`src/rtl/mips_if_pkg.sv`:
```
// Shared types and defaults for the prefetching MIPS fetch stage.
// Holds default widths, the NOP encoding and the queue/tag entry layouts.
package mips_if_pkg;

    localparam int          IF_ADDR_W = 32;
    localparam int          IF_DATA_W = 32;
    localparam logic [31:0] NOP       = 32'h0000_0000;

    typedef struct packed {
        logic [IF_ADDR_W-1:0] pc;
        logic [IF_DATA_W-1:0] instr;
    } fq_entry_t;

    typedef struct packed {
        logic [IF_ADDR_W-1:0] pc;
        logic                 epoch;
    } tag_t;

endpackage

```
`src/rtl/mips_if_fifo.sv`:
```
// Synchronous FIFO with flush, used for request tags and fetched instructions.
// Ports: clk, rst_n (async low), flush, push/wdata, pop/rdata, full, empty, count.
module mips_if_fifo #(
    parameter  int WIDTH = 8,
    parameter  int DEPTH = 4,
    localparam int PTR_W = $clog2(DEPTH)
) (
    input  logic             clk,
    input  logic             rst_n,
    input  logic             flush,
    input  logic             push,
    input  logic [WIDTH-1:0] wdata,
    input  logic             pop,
    output logic [WIDTH-1:0] rdata,
    output logic             full,
    output logic             empty,
    output logic [PTR_W:0]   count
);

    logic [WIDTH-1:0] mem_q [DEPTH];
    logic [PTR_W-1:0] wr_q, wr_d;
    logic [PTR_W-1:0] rd_q, rd_d;
    logic [PTR_W:0]   cnt_q, cnt_d;
    logic             do_push;
    logic             do_pop;

    assign empty   = (cnt_q == '0);
    assign full    = (cnt_q == (PTR_W+1)'(DEPTH));
    assign count   = cnt_q;
    assign rdata   = mem_q[rd_q];
    assign do_pop  = pop && !empty;
    // A full queue may still accept a push when the head leaves this cycle.
    assign do_push = push && (!full || do_pop);

    always_comb begin
        wr_d  = wr_q;
        rd_d  = rd_q;
        cnt_d = cnt_q;
        if (flush) begin
            wr_d  = '0;
            rd_d  = '0;
            cnt_d = '0;
        end else begin
            if (do_push) wr_d = wr_q + PTR_W'(1);
            if (do_pop)  rd_d = rd_q + PTR_W'(1);
            unique case ({do_push, do_pop})
                2'b10:   cnt_d = cnt_q + (PTR_W+1)'(1);
                2'b01:   cnt_d = cnt_q - (PTR_W+1)'(1);
                default: cnt_d = cnt_q;
            endcase
        end
    end

    always_ff @(posedge clk or negedge rst_n) begin
        if (!rst_n) begin
            wr_q  <= '0;
            rd_q  <= '0;
            cnt_q <= '0;
        end else begin
            wr_q  <= wr_d;
            rd_q  <= rd_d;
            cnt_q <= cnt_d;
        end
    end

    always_ff @(posedge clk) begin
        if (do_push && !flush) mem_q[wr_q] <= wdata;
    end

endmodule

```
`src/rtl/mips_if_prefetch.sv`:
```
// Prefetching fetch stage: PC, request port, tag FIFO and fetch queue.
// Ports: clk, rst (async low), branch/pc_branch, stall_D, imem req/rsp, F-stage head outputs.
module mips_if_prefetch
    import mips_if_pkg::*;
#(
    parameter int                ADDR_W   = IF_ADDR_W,
    parameter int                DATA_W   = IF_DATA_W,
    parameter logic [ADDR_W-1:0] RESET_PC = '0,
    parameter int                FQ_DEPTH = 4
) (
    input  logic              clk,
    input  logic              rst,
    input  logic              branch,
    input  logic [ADDR_W-1:0] pc_branch,
    input  logic              stall_D,
    output logic              imem_req_valid,
    input  logic              imem_req_ready,
    output logic [ADDR_W-1:0] imem_req_addr,
    input  logic              imem_rsp_valid,
    input  logic [DATA_W-1:0] imem_rsp_data,
    output logic              valid_F,
    output logic [DATA_W-1:0] Instruction_F,
    output logic [ADDR_W-1:0] Pc_F,
    output logic [ADDR_W-1:0] PcPlus4_F
);

    localparam int CNT_W = $clog2(FQ_DEPTH) + 1;

    logic [ADDR_W-1:0]        pc_q, pc_d;
    logic                     epoch_q, epoch_d;
    logic [CNT_W-1:0]         inflight;
    logic [CNT_W-1:0]         fq_count;
    logic [CNT_W:0]           credit_used;
    logic                     req_fire;
    logic                     rsp_take;
    logic                     fq_push;
    logic                     fq_pop;
    logic                     tag_empty, tag_full;
    logic                     fq_empty, fq_full;
    logic [ADDR_W:0]          tag_wdata, tag_rdata;
    logic [ADDR_W+DATA_W-1:0] fq_wdata, fq_rdata;

    // Every outstanding request owns a queue slot, so the queue never overflows.
    assign credit_used    = {1'b0, inflight} + {1'b0, fq_count};
    assign imem_req_valid = rst && !branch
                          && (credit_used < (CNT_W+1)'(FQ_DEPTH));
    assign imem_req_addr  = pc_q;
    assign req_fire       = imem_req_valid && imem_req_ready;

    // Responses with no outstanding tag are protocol errors and are ignored.
    assign rsp_take  = imem_rsp_valid && !tag_empty;
    assign tag_wdata = {pc_q, epoch_q};
    assign fq_wdata  = {tag_rdata[ADDR_W:1], imem_rsp_data};
    // Stale-epoch responses and any response during a redirect are dropped.
    assign fq_push   = rsp_take && (tag_rdata[0] == epoch_q) && !branch
                     && (!fq_full || fq_pop);
    assign fq_pop    = valid_F && !stall_D;

    always_comb begin
        pc_d    = pc_q;
        epoch_d = epoch_q;
        if (branch) begin
            pc_d    = pc_branch & ~ADDR_W'(3);
            epoch_d = ~epoch_q;
        end else if (req_fire) begin
            pc_d = pc_q + ADDR_W'(4);
        end
    end

    always_ff @(posedge clk or negedge rst) begin
        if (!rst) begin
            pc_q    <= RESET_PC;
            epoch_q <= 1'b0;
        end else begin
            pc_q    <= pc_d;
            epoch_q <= epoch_d;
        end
    end

    // Tags are never flushed; their count is the in-flight request count.
    mips_if_fifo #(
        .WIDTH (ADDR_W + 1),
        .DEPTH (FQ_DEPTH)
    ) u_tag_fifo (
        .clk   (clk),
        .rst_n (rst),
        .flush (1'b0),
        .push  (req_fire && !tag_full),
        .wdata (tag_wdata),
        .pop   (rsp_take),
        .rdata (tag_rdata),
        .full  (tag_full),
        .empty (tag_empty),
        .count (inflight)
    );

    mips_if_fifo #(
        .WIDTH (ADDR_W + DATA_W),
        .DEPTH (FQ_DEPTH)
    ) u_fetch_q (
        .clk   (clk),
        .rst_n (rst),
        .flush (branch),
        .push  (fq_push),
        .wdata (fq_wdata),
        .pop   (fq_pop),
        .rdata (fq_rdata),
        .full  (fq_full),
        .empty (fq_empty),
        .count (fq_count)
    );

    assign valid_F       = !fq_empty;
    assign Instruction_F = valid_F ? fq_rdata[DATA_W-1:0] : DATA_W'(NOP);
    assign Pc_F          = fq_rdata[ADDR_W+DATA_W-1:DATA_W];
    assign PcPlus4_F     = Pc_F + ADDR_W'(4);

endmodule

```
`config.mk`:
```
export PLATFORM = sky130hd
export DESIGN_NAME = mips_if_prefetch
export DESIGN_NICKNAME = d
export VERILOG_FILES = /design/src/rtl/mips_if_pkg.sv /design/src/rtl/mips_if_fifo.sv /design/src/rtl/mips_if_prefetch.sv
export SDC_FILE = /design/constraint.sdc
export NUM_CORES = 1
export LEC_CHECK = 0
export BUFFER_PORTS_ARGS = -buffer_cell sky130_fd_sc_hd__buf_2
export CORE_MARGIN = 2
export CORE_UTILIZATION = 35
export CTS_CLUSTER_SIZE = 8
export DETAILED_ROUTE_END_ITERATION = 6
export PLACE_DENSITY = 0.63
export SLEW_MARGIN = 25
export SYNTH_ARGS = -nofsm -noshare
export SYNTH_HDL_FRONTEND = slang
export SYNTH_SLANG_ARGS = --single-unit
```
`constraint.sdc`:
```
create_clock -name clk -period 9.9 [get_ports clk]
set_clock_uncertainty 0.05 [all_clocks]
set_input_delay 1.485 -clock clk [delete_from_list [all_inputs] [get_ports clk]]
set_output_delay 1.485 -clock clk [all_outputs]
set_load 0.1 [all_outputs]
```
Word-level counts from Yosys, hierarchy flattened
Memories as Yosys holds them, arrays and structs flattened.
Cells that the tools add are included.
{"block": "totals", "register_bits": 47, "latchBits": 0, "ramBits": 388, "romBits": 0, "input_bits": 70, "elab_cells": 74, "mem_count": 2}
{"name": "u_fetch_q.mem_q", "words": 4, "word_bits": 64, "read_ports": 1, "rd_ports_with_merged_regs": 0, "write_ports": 1, "line_no": "mips_if_fifo.sv:20", "rtl": "logic [WIDTH-1:0] mem_q [DEPTH];"}
{"name": "u_tag_fifo.mem_q", "words": 4, "word_bits": 33, "read_ports": 1, "rd_ports_with_merged_regs": 0, "write_ports": 1, "line_no": "mips_if_fifo.sv:20"}
{"block": "classes", "addsub": 11, "multipliers": 0, "n_div": 0, "magnitude_cmp": 1, "n_eq_ne": 7, "shifts": 0, "mux": 14, "bitwise": 1, "n_reduce_logical": 30}
{"operator": "32-bit 2-to-1 mux", "count": 3}
{"operator": "32-bit by 3-bit adder with 32-bit output, second input constant", "count": 2}
{"operator": "1-bit logical AND", "count": 14}
{"operator": "3-bit one-hot mux with 2 select lines", "count": 2}
{"operator": "2-bit by 1-bit adder with 2-bit output, second input constant", "count": 4}
{"operator": "2-bit 2-to-1 mux", "count": 4}
{"operator": "2-bit nonzero test", "count": 4}
{"operator": "3-bit by 1-bit adder with 3-bit output, second input constant", "count": 2}
{"operator": "3-bit equality test, second input constant", "count": 2}
{"operator": "1-bit zero test", "count": 6}
{"operator": "3-bit zero test", "count": 2}
{"operator": "3-bit by 1-bit subtractor with 3-bit output, second input constant", "count": 2}
{"operator": "3-bit by 3-bit adder with 4-bit output", "count": 1}
{"operator": "2-bit by 1-bit equality test with 1-bit output, second input constant", "count": 2}
{"operator": "2-bit equality test, second input constant", "count": 2}
{"operator": "4-bit by 3-bit < comparator with 1-bit output, second input constant", "count": 1}
{"operator": "1-bit 2-to-1 mux", "count": 4}
{"operator": "1-bit logical OR", "count": 3}
{"operator": "3-bit 2-to-1 mux", "count": 1}
{"operator": "3-bit nonzero test", "count": 1}
{"operator": "1-bit equality test", "count": 1}
{"operator": "1-bit NOT", "count": 1}

Longest topological paths before layout
Gate-level depths: netlist of the first run.
{"block": "depth", "word_depth": 10, "mapped_depth": 11, "mapped_depth_nobuf": 11}

Hierarchy
Synthesis of the first run repeated with hierarchy kept, for this count alone.
{"block": "hier_totals", "hier_cells": 981, "area_unflattened_um2": 17900.9}
{"mod": "mips_if_fifo (u_fetch_q)", "n_inst": 1, "cells_each": 401, "area_per_inst_um2": 9801.9}
{"mod": "mips_if_fifo (u_tag_fifo)", "n_inst": 1, "cells_each": 239, "area_per_inst_um2": 5422.7}
{"mod": "mips_if_prefetch", "n_inst": 1, "cells_each": 341, "area_per_inst_um2": 2676.3}

Worst setup path before layout of the first run
No wires, ideal clock.
{"block": "synth_timing", "path_kind": "reg-to-output", "from": "register u_fetch_q.rd_q[0]", "to": "output PcPlus4_F[31]", "arrival_time_ns": 4.269, "slack_ns": 4.096, "stages_incl_launch_ff": 8, "cell_sequence": "dfrtp_1 > buf_6 > mux4_1 > nand4_2 > or4_4 > buf_6 > nor4_2 > xor2_1"}
{"block": "synth_via", "elab_chain_cells": 2}
{"element": "from (decl)", "line_no": "mips_if_fifo.sv:22", "rtl": "logic [PTR_W-1:0] rd_q, rd_d;"}
{"element": "from (signal assigned)", "line_no": "mips_if_fifo.sv:61", "rtl": "rd_q <= rd_d;"}
{"element": "memory 4 x 64 bit"}
{"element": "via Pc_F[16]", "line_no": "mips_if_prefetch.sv:23", "rtl": "output logic [ADDR_W-1:0] Pc_F,"}
{"element": "32-bit by 3-bit adder with 32-bit output", "line_no": "mips_if_prefetch.sv:116", "rtl": "assign PcPlus4_F = Pc_F + ADDR_W'(4);"}
{"element": "to (decl)", "line_no": "mips_if_prefetch.sv:24", "rtl": "output logic [ADDR_W-1:0] PcPlus4_F"}
The timed path passes the listed nets, and every way through them passes these cells.

Worst setup path in the final report of the first run
{"block": "layout_timing", "from": "register u_fetch_q.rd_q[0]", "to": "output PcPlus4_F[29]"}
{"block": "layout_via", "elab_chain_cells": 2}
{"element": "memory 4 x 64 bit"}
{"element": "32-bit by 3-bit adder with 32-bit output", "line_no": "mips_if_prefetch.sv:116"}
Every way passes these cells.

==> results of run 1 <==
[flip-flops by register name (all words and copies together) (netlist names)]
name / flops
u_fetch_q.rd_q: 2
imem_req_addr: 30
u_tag_fifo.mem_q: 124
u_fetch_q.mem_q: 248
u_fetch_q.wr_q: 2
u_tag_fifo.wr_q: 2
u_fetch_q.count: 3
epoch_q: 1
u_tag_fifo.rd_q: 2
u_tag_fifo.count: 3
[logic make-up after synthesis]
family                   synth area share [%]
other                                 0.02205
buffers and inverters                   1.913
XOR/XNOR                                2.214
multiplexers                            12.81
AND/OR/NAND/NOR                         6.679
AO/OA/AOI/OAI                           2.869
adder cells (fa/ha/maj)                 1.192
flip-flops                              72.30
[routing by layer]
| layer | routed length (microns) | track usage, % | part of all wire (%) | vias up |
|---|---|---|---|---|
| met5 | 0 | 0 | 0 | - |
| met4 | 534 | 3.333 | 1.5 | 0 |
| met3 | 2323 | 2.913 | 6.4 | 46 |
| met2 | 16740 | 22.18 | 46 | 330 |
| met1 | 16950 | 21.31 | 46 | 4805 |
| li1 | - | - | - | 4152 |
[worst paths after layout]
path                       cells after the start           startpoint  slack [ps]                   to
min in group asynchronous                      2                  rst         970    imem_req_addr[12]
max in group asynchronous                      2                  rst        8330    u_fetch_q.rd_q[0]
max reg2reg                                    8   u_tag_fifo.rd_q[1]        6450   u_fetch_q.count[2]
min reg2reg                                    1  u_tag_fifo.count[0]         470  u_tag_fifo.count[0]
min                                            1  u_tag_fifo.count[0]         470  u_tag_fifo.count[0]
max                                            7    u_fetch_q.rd_q[0]        3680        PcPlus4_F[29]
[Yosys cell counts (17+ instances only)]
library cell / n / area share (%)
clkbuf_1: 22 / 0.49
xnor2_1: 19 / 0.98
nor3_1: 17 / 0.50
nand2_1: 57 / 1.3
dfrtp_1: 45 / 6.6
nor2_1: 24 / 0.53
mux4_2: 88 / 12
nor2b_1: 32 / 1.2
edfxtp_1: 372 / 66
o21ai_0: 28 / 0.82
xor2_1: 24 / 1.2
nand3_1: 21 / 0.62
inv_1: 22 / 0.49
[worst max-delay path, delay by kind of cell, from the launching register on]
kind	cells	cell delay (ps)
xor gates and xnor gates	1	180
and+or+nand+nor	3	1520
muxes	1	380
buffers and inverters	2	1060
DFF	1	940
[stage by stage]
step	utilization (%)	hold slack [ps]	cells	setup WS, ps	instance area (sq um)
finish	42.47	470.4	1803	3682	20320
global route	42.46	494.7	1802	3357	20320
detailed placement	38.92	463.9	1704	4158	18620
floorplan	-	436.8	935	4096	17030
global placement	38.91	465.3	1704	4219	18620
CTS	42.36	472.7	1800	3548	20270
[layout make-up]
cell class              count  area, sq um  share of cell area, %
flip-flops and latches    417        12300                  60.56
repair buffers            201         1064                  5.234
multi-input cells         450         4444                  21.87
well taps                 615        769.5                  3.787
diodes                      1        2.502                0.01232
inverters                  23        86.33                 0.4249
clock buffers              92         1610                  7.925
clock inverters             4        37.54                 0.1847
==> flow_summary.ini, run 1 <==
[cts]
cts_tree = yes
cts_buffers = 58
clk_latency_ps = 570
cts.sinks = 417
post_cts_buffers = 0
cts_max_level = 2
cts_hold_buf = 0
cts_resized = 0
path_clk_slew_ps = 50
clk_path_buf_depth = 3
root_buffer = clkbuf_16

[logic_synthesis]
netlist_area_sq_um = 17010
synth_cells = 930
yosysSeqAreaShare_pct = 72.30
ys.flop_type = edfxtp_1
ys_warn_count = 0
synth_seq_cells = 417
synth_cell_types = 50
synth_area_per_cell_sq_um = 18.29
synth_edf_count = 372
synthArstFlopShare_pct = 10.79

[timing]
rsz0062_at_grt = false
timing.final.crit_share_pct = 62.81
setup-violations-final = 0
fmax_ghz = 0.1608
post-route-min-period_ps = 6218
slew_violations = 0
max_slew.worst_pin.slew_ps = 1005
relSlewSlack_pct = 32.53
hold_violations = 0
finalSetupTns_ps = 0

[routing]
drt_iter0_drc = 715
drc = 0
vias_per_cell = 5.176
wirelength_mm = 36.56
wl_per_cell_microns = 20.27
ant_nets = 0
route.vias.total = 9333
firstDrtPassIters = 5

[grt]
grt_usage_pct = 14.45
grt_pass1_vias = 9200
grt_overflow_total = 0
grt_pass1_wl_mm = 55.68
grt_max_degree = 63
grt_antenna_before_repair = 1

[status]
status = complete, no violations

[setup_path]
crit_type = reg2out
cp_max_fo = 39
start_kind = flop
crit_chain = buf_4, mux4_2, and3_1, nand4_1, nor4b_1, xor2_1, buf_2
worstPathArrival_ps = 4680
cpPeakStageDelay_ps = 940
slowest_stage = dfrtp_4
worst_setup_path_end_kind = output pin
cp.required_ps = 8370

[flow_run]
max_cap_viol_count = 0

[floorplan]
rows = 80
core-area_sq_um = 47850
start_util_pct = 35.55
die_w_microns = 224.4
fp.dieArea_sq_um = 50380
ios = 200
fp.dieH_microns = 224.4

[placed_design]
io_buffers = 191
finalWeightedCongestion = 0.7588
hpwl_mm = 22.38

[layout]
layout_common_cells = edfxtp_1, buf_2, mux4_2
fillerInstances = 4237
syn2layout_area_growth_pct = 19.46
nets = 1236
drive_above_1_share_pct = 31.76
final_common_cell = edfxtp_1

[worst_hold_path]
hold_class = reg2reg
Power of run 1 is not shown: default switching activity piles up to over one toggle a cycle in this logic, so the estimate is an artifact.
==> run 2, diff against run 1 <==
- PLACE_DENSITY: 0.63 -> 0.65
- clock period: 9.9 -> 5.4 ns (I/O delays scaled with it)
==> run 2 against run 1 <==
Effect of this change:
- final area increased by 0.33%
- non-clock buffer count is 15 higher
- final cell count rose by 0.83%
- utilization rose by 0.14 points
- sequential share of layout area fell by 0.21 points
==> flow_summary.ini, run 2 (same netlist as run 1, synthesis figures left out) <==
[timing]
rsz0062_at_grt = false
max_slew.worst_pin.slew_ps = 988.3
fmax_ghz = 0.2042
setup-violations-final = 0
timing.final.crit_share_pct = 90.70
post-route-min-period_ps = 4898
finalSetupTns_ps = 0
slew_violations = 0
relSlewSlack_pct = 33.67
hold_violations = 0

[layout]
antenna_cells = 0
fin_area_sq_um = 20390
nets = 1251
syn2layout_area_growth_pct = 19.85
final_cells = 1818
final_common_cell = edfxtp_1
layout_common_cells = edfxtp_1, buf_2, mux4_2
largest_reg_flops = 248
regMostFlops = u_fetch_q.mem_q
drive_above_1_share_pct = 32.00

[floorplan]
die_w_microns = 224.4
fp.dieArea_sq_um = 50380
fp.dieH_microns = 224.4
start_util_pct = 35.55
ios = 200
rows = 80
core-area_sq_um = 47850

[cts]
cts_max_level = 2
path_clk_slew_ps = 50
clk_path_buf_depth = 3
post_cts_buffers = 0
clk_latency_ps = 590
cts_resized = 0
cts.sinks = 417
cts_tree = yes
cts_hold_buf = 0
cts_buffers = 58
root_buffer = clkbuf_16

[routing]
drt_iter0_drc = 682
wl_per_cell_microns = 20.70
ant_nets = 0
drc = 0
firstDrtPassIters = 4
wirelength_mm = 37.63
route.vias.total = 9393
vias_per_cell = 5.167

[placed_design]
dp_cells = 1721
dpl_cell_area_sq_um = 18740
io_buffers = 191
hpwl_mm = 24.02
finalWeightedCongestion = 0.7583

[setup_path]
path_buf_inv = 2
cp_max_fo = 24
crit_cells = 9
start_kind = flop
critical_path.startpoint = u_fetch_q.rd_q[0]
r2r_cells = 7
worst_setup_path_end_kind = output pin
crit_type = reg2out
slowest_stage = dfrtp_4
cp_top_family = buffers and inverters
reg2reg_from = u_fetch_q.count[2]
cp.required_ps = 4540
crit_chain = mux4_2, ha_1, nand2_1, o22ai_1, nand4_1, buf_4, nor4_1, xor2_1, buf_2
worstPathArrival_ps = 4040
cpPeakStageDelay_ps = 670

[status]
status = complete, no violations

[grt]
grt_overflow_total = 0
grt_pass1_wl_mm = 56.90
grt_pass1_vias = 9554
grt_usage_pct = 14.95
grt_antenna_before_repair = 0
grt_max_degree = 63

[worst_hold_path]
hold_depth = 1
hold_class = in2reg
hold_start = imem_rsp_data[29]

[flow_run]
max_cap_viol_count = 0
-- run 2: cell count changes in the layout (fill, tap and decap cells not counted), sizes merged --
cell and delta:
clkinv -1, buf +15, clkbuf +2, diode -1
-- run 2: worst paths after layout --
kind                                            to  slack (ps)
max                                  PcPlus4_F[18]         500
max in group asynchronous       u_tag_fifo.rd_q[0]        4420
min in group asynchronous        u_fetch_q.rd_q[0]         400
min                         u_fetch_q.mem_q[3][29]         380
min reg2reg                    u_tag_fifo.count[2]         510
max reg2reg                u_tag_fifo.mem_q[2][17]        1740
-- run 2: final cells by class --
| type | count | area (sq um) |
|---|---|---|
| fill | 4272 | 27460 |
| sequential | 417 | 12300 |
| multi-input combinational | 450 | 4422 |
| clock buffer | 94 | 1608 |
| timing repair buffer | 216 | 1160 |
| tap | 615 | 769.5 |
| inverter | 23 | 86.33 |
| clock inverter | 3 | 37.54 |
-- run 2: stage by stage --
stage          util [%]  hold slack, ps  setup slack [ps]
2_1_floorplan         -           436.8             271.3
3_3_place_gp      39.14           472.2              1081
3_5_place_dp      39.17           494.5              1039
4_1_cts           42.61           344.9             379.9
5_1_grt           42.61           362.8             242.0
6_report          42.61           382.1             502.3
-- run 2: per-layer routing --
metal | share of wire, % | up-vias | track usage (%) | wire [microns]
met1 | 46 | 4811 | 21.08 | 17130
met2 | 46 | 352 | 23.62 | 17390
met4 | 1.8 | 0 | 4.401 | 669
li1 | - | 4182 | - | -
met3 | 6.5 | 48 | 2.965 | 2444
met5 | 0 | - | 0 | 0
-- run 2: worst register-to-register path, stage by stage (launching register included) --
cell and delay, ps:
dfrtp_1 460, ha_1 300, nor4b_1 440, nand4_1 150, buf_4 250, a31oi_1 530, and2_1 710, buf_4 440
Power of run 2 is left out for the same reason.
==> run 3, diff against run 2 <==
--- a/constraint.sdc
+++ b/constraint.sdc
@@ -4,2 +4,2 @@
 set_output_delay 0.81 -clock clk [all_outputs]
-set_load 0.1 [all_outputs]
+set_load 0.01 [all_outputs]
==> run 3 against run 2 <==
Effect of this change:
- sequential share of layout area hardly changed
- register-to-register slack better by 290 ps
- clock-buffer cell count is 1 lower
- final cell count is 0.11% lower
- global-route usage is 0.080 points lower
- wire length is 0.78% lower
- fmax is 0.52% higher
- critical path depth is 3 lower
- via count is 0.89% lower
- die area stayed put
- final area hardly changed
==> flow_summary.ini, run 3 (same netlist as run 1, synthesis figures left out) <==
[floorplan]
fp.dieH_microns = 224.4
fp.dieArea_sq_um = 50380
core-area_sq_um = 47850
ios = 200
rows = 80
start_util_pct = 35.55
die_w_microns = 224.4

[layout]
syn2layout_area_growth_pct = 19.77
final_common_cell = edfxtp_1
drive_above_1_share_pct = 31.89
largest_reg_flops = 248
regMostFlops = u_fetch_q.mem_q
antenna_cells = 0
layout_common_cells = edfxtp_1, buf_2, mux4_2
nets = 1248
fillerInstances = 4253

[cts]
cts_tree = yes
clk_latency_ps = 590
clk_path_buf_depth = 3
path_clk_slew_ps = 50
cts_buffers = 58
cts.sinks = 417
cts_max_level = 2
cts_resized = 0
root_buffer = clkbuf_16
post_cts_buffers = 0
cts_hold_buf = 0

[routing]
vias_per_cell = 5.126
wirelength_mm = 37.34
wl_per_cell_microns = 20.56
drt_iter0_drc = 700
ant_nets = 0
firstDrtPassIters = 5
route.vias.total = 9309
drc = 0

[setup_path]
crit_type = reg2out
cp_top_family = simple AND/OR/NAND/NOR gates
start_kind = flop
slowest_stage = dfrtp_4
crit_chain = buf_4, mux4_2, nand4_1, nor4b_1, xor2_1, buf_2
worst_setup_path_end_kind = output pin
crit_cells = 6
worstPathArrival_ps = 4010
cpPeakStageDelay_ps = 720
cp_max_fo = 24
r2r_slack_ps = 2030
r2r_cells = 7
cp.required_ps = 4540
path_buf_inv = 2

[grt]
grt_max_degree = 63
grt_antenna_before_repair = 0
grt_overflow_total = 0
grt_usage_pct = 14.87
grt_pass1_vias = 9410
grt_pass1_wl_mm = 56.50

[placed_design]
finalWeightedCongestion = 0.7717
place_ws_ps = 1064
io_buffers = 191
hpwl_mm = 23.55

[timing]
fmax_ghz = 0.2052
relSlewSlack_pct = 32.80
rsz0062_at_grt = false
hold_violations = 0
timing.final.crit_share_pct = 90.23
post-route-min-period_ps = 4872
setup-violations-final = 0
slew_violations = 0
worst_slack_ps = 527.6
max_slew.worst_pin.slew_ps = 1001
finalSetupTns_ps = 0

[worst_hold_path]
hold_class = in2reg
hold_depth = 1

[flow_run]
max_cap_viol_count = 0

[status]
status = complete, no violations

[power]
p_leak_nw = 7.035
p_per_area_nw_per_um2 = 500.2
peakVddDrop_mv = 0.2442
[run 3: cell count changes in the layout (fill, tap and decap cells not counted), sizes merged]
cell	delta
clkinv	+3
clkbuf	-1
inv	-1
buf	-3
[run 3: layout make-up]
type / instances / area, sq um / share of cell area, %
sequential: 417 / 12300 / 60.40
multi-input combinational: 450 / 4422 / 21.71
clock buffer: 93 / 1593 / 7.819
timing repair buffer: 213 / 1134 / 5.565
tap: 615 / 769.5 / 3.777
inverter: 23 / 86.33 / 0.4238
clock inverter: 5 / 63.81 / 0.3132
[run 3: final timing paths]
check / start / to
min in group asynchronous: rst / u_fetch_q.rd_q[0]
min reg2reg: u_tag_fifo.count[2] / u_tag_fifo.count[2]
max in group asynchronous: rst / u_tag_fifo.rd_q[0]
min: imem_rsp_data[1] / u_fetch_q.mem_q[0][1]
max reg2reg: u_fetch_q.count[2] / u_tag_fifo.mem_q[3][17]
max: u_fetch_q.rd_q[0] / PcPlus4_F[29]
[run 3: report_power, final]
group	internal, W	total, W	switching [W]
Sequential	0.00398	0.00423	0.000243
Clock	0.00199	0.00327	0.00128
Combinational	0.00116	0.00269	0.00153
[run 3: per-stage QoR]
stage               power [W]  instances  hold slack [ps]  util, %  area (sq um)
CTS                   0.01034       1816            322.5    42.58         20370
global placement     0.006975       1718            464.1    39.11         18710
global route          0.01069       1816            335.5    42.58         20370
floorplan            0.006011        935            436.8        -         17030
finish                0.01019       1816            366.9    42.58         20370
detailed placement   0.007033       1718            478.5    39.11         18710
[run 3: layer usage]
| layer | GRT usage (%) | vias up | wire length (microns) |
|---|---|---|---|
| met4 | 3.653 | 0 | 491 |
| li1 | - | 4164 | - |
| met2 | 23.24 | 346 | 17200 |
| met3 | 4.037 | 44 | 2754 |
| met5 | 0 | - | 0 |
| met1 | 20.75 | 4755 | 16890 |
No activity file was read; power rests on OpenSTA's default activity.
